## src/rtl/cpu_run_ctrl.sv

```systemverilog
// Run/step/halt controller for the RV32I core: conditions the board run switch
// and step button, stretches the core reset, and gates the pipeline enable.

module cpu_run_ctrl_db #(
    parameter int DEBOUNCE_CYCLES = 16
) (
    input  logic i_clk,
    input  logic i_rst,
    input  logic i_raw,
    output logic o_db,
    output logic o_db_q
);
    localparam int CW = $clog2(DEBOUNCE_CYCLES);

    logic          s1, s2;
    logic [CW-1:0] cnt;

    always_ff @(posedge i_clk or posedge i_rst) begin
        if (i_rst) begin
            s1     <= 1'b0;
            s2     <= 1'b0;
            cnt    <= '0;
            o_db   <= 1'b0;
            o_db_q <= 1'b0;
        end else begin
            s1     <= i_raw;
            s2     <= s1;
            o_db_q <= o_db;
            // The debounced level only moves after s2 has disagreed for DEBOUNCE_CYCLES edges.
            if (s2 != o_db) begin
                if (cnt == CW'(DEBOUNCE_CYCLES - 1)) begin
                    o_db <= s2;
                    cnt  <= '0;
                end else begin
                    cnt <= cnt + 1'b1;
                end
            end else begin
                cnt <= '0;
            end
        end
    end
endmodule

module cpu_run_ctrl #(
    parameter int DEBOUNCE_CYCLES = 16,
    parameter int RST_HOLD        = 8
) (
    input  logic        i_clk,
    input  logic        i_rst,
    input  logic        i_run_sw,
    input  logic        i_step_btn,
    input  logic        i_halt_req,
    output logic        o_cpu_rst_n,
    output logic        o_cpu_en,
    output logic        o_halted,
    output logic [31:0] o_en_cnt
);
    localparam int RW = $clog2(RST_HOLD + 1);

    typedef enum logic [1:0] {S_RESET, S_HALT, S_RUN, S_STEP} state_t;

    state_t        state, state_nxt;
    logic [RW-1:0] rst_cnt;
    logic          halt_latch;
    logic          run_db, run_db_q, step_db, step_db_q;
    logic          step_pulse, run_fall;

    cpu_run_ctrl_db #(.DEBOUNCE_CYCLES(DEBOUNCE_CYCLES)) u_run_db (
        .i_clk  (i_clk),
        .i_rst  (i_rst),
        .i_raw  (i_run_sw),
        .o_db   (run_db),
        .o_db_q (run_db_q)
    );

    cpu_run_ctrl_db #(.DEBOUNCE_CYCLES(DEBOUNCE_CYCLES)) u_step_db (
        .i_clk  (i_clk),
        .i_rst  (i_rst),
        .i_raw  (i_step_btn),
        .o_db   (step_db),
        .o_db_q (step_db_q)
    );

    assign step_pulse = step_db & ~step_db_q;
    assign run_fall   = ~run_db & run_db_q;

    always_ff @(posedge i_clk or posedge i_rst) begin
        if (i_rst) begin
            state      <= S_RESET;
            rst_cnt    <= '0;
            halt_latch <= 1'b0;
            o_en_cnt   <= '0;
        end else begin
            state <= state_nxt;
            if (state == S_RESET)
                rst_cnt <= rst_cnt + 1'b1;
            // Turning the switch off re-arms RUN after a core-requested halt.
            if (run_fall)
                halt_latch <= 1'b0;
            else if (state == S_RUN && i_halt_req)
                halt_latch <= 1'b1;
            if (o_cpu_en)
                o_en_cnt <= o_en_cnt + 32'd1;
        end
    end

    always_comb begin
        state_nxt = state;
        case (state)
            S_RESET: if (rst_cnt == RW'(RST_HOLD - 1)) state_nxt = S_HALT;
            S_HALT: begin
                if (run_db && !halt_latch) state_nxt = S_RUN;
                else if (step_pulse)       state_nxt = S_STEP;
            end
            S_RUN:   if (i_halt_req || !run_db) state_nxt = S_HALT;
            S_STEP:  state_nxt = S_HALT;
            default: state_nxt = S_RESET;
        endcase
    end

    assign o_cpu_rst_n = (state != S_RESET);
    assign o_cpu_en    = (state == S_RUN) || (state == S_STEP);
    assign o_halted    = (state == S_HALT);
endmodule

```

## config.mk

```make
export PLATFORM = sky130hd
export DESIGN_NAME = cpu_run_ctrl
export DESIGN_NICKNAME = d
export VERILOG_FILES = /design/src/rtl/cpu_run_ctrl.sv
export SDC_FILE = /design/constraint.sdc
export NUM_CORES = 1
export LEC_CHECK = 0
export ABC_AREA = 1
export BUFFER_PORTS_ARGS = -buffer_cell sky130_fd_sc_hd__buf_2
export CORE_AREA = 2 2 67 82
export DETAILED_ROUTE_END_ITERATION = 7
export DIE_AREA = 0 0 69 84
export GPL_ROUTABILITY_DRIVEN = 0
export MAX_ROUTING_LAYER = met4
export PLACE_DENSITY = 0.78
export SETUP_SLACK_MARGIN = 0.4
export SYNTH_ARGS = -nofsm -noshare
export SYNTH_HDL_FRONTEND = slang
export SYNTH_SLANG_ARGS = --single-unit
```

## constraint.sdc

```tcl
create_clock -name i_clk -period 1.84 [get_ports i_clk]
set_input_delay 0.276 -clock i_clk [delete_from_list [all_inputs] [get_ports i_clk]]
set_output_delay 0.276 -clock i_clk [all_outputs]
set_load 0.02 [all_outputs]
```

==> out/summary.json <==
{
  "run_status": {
    "run_status": "finished, final reports clean"
  },
  "timing": {
    "setup_repair_after_global_routing_missed_its_margin": "yes",
    "setup_total_negative_slack_ns": 0,
    "finalHoldViolCount": 0,
    "setup_violators_final": 0,
    "slew-limit-headroom": 0.612,
    "max_freq_ghz": 0.698,
    "timing_max_transition_violations_final": 0,
    "final_period_minus_worst_setup_slack_ns": 1.43,
    "layout_worst_path_cycle_share": 0.778,
    "worst-slew-pin-transition_ns": 0.581,
    "final_skew_ns": 0.0124
  },
  "power": {
    "combPwrFrac": 0.084,
    "clkPwrFrac": 0.328,
    "p_leak_nw": 1.81,
    "fin_total_pwr_mw": 2.17,
    "power_per_cell_area_mw_per_mm2": 676,
    "vdd_ir_drop_max_mv": 0.402,
    "p_sw_mw": 0.540,
    "netSwitchingFraction": 0.249,
    "sequentialPowerShare": 0.588,
    "internal_power_mw": 1.63
  },
  "die": {
    "placement_rows": 29,
    "die_h_um": 84,
    "floorplan.initialDensity": 0.534,
    "ports": 40,
    "chipWidth_um": 69,
    "design.die.area_mm2": 0.00580,
    "core_area_mm2": 0.00508
  },
  "logic_synthesis": {
    "syn-num-nets": 310,
    "syn_inst_count": 301,
    "synth_seq_area_share": 0.507,
    "ys_ff_latch": 55,
    "yosysWarningCount": 0,
    "synth_cell_types": 25,
    "synth.cell_area_mm2": 0.00271,
    "syn_avg_cell_area_um2": 9.02
  },
  "critical_path": {
    "setup.worst_path.class": "flip-flop to output port",
    "timing.critical_path.arrival_ns": 1.16,
    "crit_end_category": "output port",
    "startpoint_type": "flip-flop",
    "cp_max_fo": 6,
    "cp.required_ns": 1.56
  },
  "worst_hold_path": {
    "holdCritPathClass": "primary input to asynchronous set/reset pin"
  },
  "routing": {
    "drt-wirelength-per-cell_um": 13.0,
    "drt.antenna.violating_nets": 0,
    "routed_wirelength_um": 5450,
    "route.detailed.drc": 0,
    "route.vias.total": 2087,
    "detail_route.first_pass.iterations": 4,
    "drt_iter0_drc": 108,
    "route.detailed.vias_per_inst": 4.98
  },
  "clocking": {
    "clkSinkCount": 55,
    "cts.root.buffer_cell": "clkbuf_8",
    "clk_path_buf_depth": 2,
    "clkTransAtPathRegs_ns": 0.10,
    "htree_levels": 2,
    "cts_inserted_buffers": 5,
    "cts_tree": "yes",
    "insertion_delay_ns": 0.31
  },
  "layout": {
    "final_common_cell": "nand2_1",
    "antenna_diodes": 0,
    "fillerInstances": 438,
    "leading_cell_types_in_the_layout_fill_and_taps_excluded": "nand2_1, dfrtp_1, buf_2",
    "multi_input_comb_area_mm2": 0.00120,
    "area.sequential_mm2": 0.00138,
    "fin_nets": 365,
    "area_delta_synth_final_pct": 18.2,
    "fraction_of_layout_instances_using_a_drive_strength_above_1": 0.263
  },
  "global_routing": {
    "grt_pass1_wl_um": 9290,
    "antenna_found_initial": 0,
    "grt_start_max_net_pins": 27,
    "global_route.usage.total": 0.205,
    "via_count_of_the_first_global_routing_pass": 2052,
    "grt_overflow": 0
  },
  "run": {
    "drv_cap": 0
  },
  "placement": {
    "post-dp-hpwl_um": 4100,
    "portBuffers": 39
  }
}
[cells by family after synthesis]
| kind of cell | count (synthesis) | share of synthesized area |
|---|---|---|
| buf+inv | 42 | 0.0613 |
| compound gates | 7 | 0.0157 |
| xor+xnor | 29 | 0.0936 |
| mux | 1 | 0.00415 |
| simple gates | 163 | 0.300 |
| flops | 55 | 0.507 |
| fa+ha+maj | 4 | 0.0184 |
[state kept, by name (all words and copies together) (netlist names)]
signal            count
u_run_db.s2           1
halt_latch            1
u_step_db.cnt         4
o_en_cnt             32
u_run_db.s1           1
u_step_db.s2          1
u_run_db.cnt          4
rst_cnt               4
u_step_db.s1          1
state                 2
u_run_db.o_db         1
u_step_db.o_db        1
u_step_db.o_db_q      1
u_run_db.o_db_q       1
[cells in the mapped netlist]
| cell type | instances | share of area |
|---|---|---|
| a22oi_1 | 1 | 0.0028 |
| mux2_2 | 1 | 0.0041 |
| nand2_4 | 4 | 0.017 |
| xor2_1 | 15 | 0.048 |
| xnor2_1 | 14 | 0.045 |
| nand3_1 | 19 | 0.035 |
| buf_6 | 1 | 0.0041 |
| and2_1 | 2 | 0.0046 |
| dfrtp_1 | 55 | 0.51 |
| nand3b_1 | 1 | 0.0028 |
| nor2_2 | 5 | 0.012 |
| o221ai_1 | 1 | 0.0032 |
| a21oi_1 | 2 | 0.0037 |
| a31oi_1 | 1 | 0.0023 |
| nor2_1 | 32 | 0.044 |
| nor2_8 | 3 | 0.022 |
| nor2_4 | 5 | 0.021 |
| inv_1 | 38 | 0.053 |
| inv_2 | 2 | 0.0028 |
| o21ai_0 | 2 | 0.0037 |
| ha_1 | 4 | 0.018 |
| buf_2 | 1 | 0.0018 |
| nand2_1 | 76 | 0.11 |
| nand2_2 | 6 | 0.014 |
| nand4_1 | 10 | 0.023 |
[stage by stage]
stage,setup slack (ns),util,hold WS (ns),cell area (um^2),std cells
2_1_floorplan,0.419,-,0.307,2720,301
3_3_place_gp,0.433,0.591,0.333,3000,402
3_5_place_dp,0.412,0.591,0.343,3000,402
4_1_cts,0.404,0.618,0.0305,3140,413
5_1_grt,0.335,0.631,0.0454,3210,419
6_report,0.408,0.631,0.0155,3210,419
[worst max-delay path, stage by stage (launching register included)]
cell	delay (ns)
dfrtp_2	0.48
nor2_4	0.19
inv_2	0.06
buf_6	0.12
[layer usage]
metal | part of all wire | GRT usage | up-vias
met4 | 0.012 | 0.0588 | 0
met3 | 0.024 | 0.0290 | 7
li1 | - | - | 1040
met2 | 0.53 | 0.354 | 30
met5 | 0 | - | -
met1 | 0.43 | 0.251 | 1010
[worst paths after layout]
check / from / to / slack (ns) / cells after the start
worst max-delay path: state[1]$_DFFE_PP0P_ / o_cpu_rst_n / 0.41 / 3
worst min-delay path: i_rst / o_en_cnt[30]$_DFFE_PP0P_ / 0.02 / 2
worst max register to register: state[1]$_DFFE_PP0P_ / o_en_cnt[16]$_DFFE_PP0P_ / 0.43 / 6
worst min register to register: u_step_db.s1$_DFF_PP0_ / u_step_db.s2$_DFF_PP0_ / 0.36 / 0
max in group asynchronous: i_rst / o_en_cnt[15]$_DFFE_PP0P_ / 1.32 / 3
min in group i_clk: i_run_sw / u_run_db.s1$_DFF_PP0_ / 0.07 / 1
[repair_timing]
action | 4_1_cts | 5_1_grt
endpoints found under the setup margin | 5 | 21
gates resized for setup | 5 | 9
setup buffers | 3 | 6
hold buffers | 0 | 0
pin swaps | 1 | 2
[power groups by stage]
stage | combinational [mW] | clock [mW] | sequential (mW)
after floorplan | 0.0758 | 0 | 1.32
after global placement | 0.136 | 0 | 1.31
after detailed placement | 0.145 | 0 | 1.31
after CTS | 0.153 | 0.724 | 1.28
after global routing | 0.199 | 0.774 | 1.28
final | 0.181 | 0.712 | 1.28
[final cells by class]
cell class / instances / area share
flip-flops and latches: 55 / 0.430
clock buffers: 6 / 0.0258
multi-input cells: 204 / 0.374
repair buffers: 50 / 0.0933
inverters: 40 / 0.0480
well taps: 62 / 0.0242
clock inverters: 2 / 0.00507
Note: power is estimated with default switching activity, not from simulation.
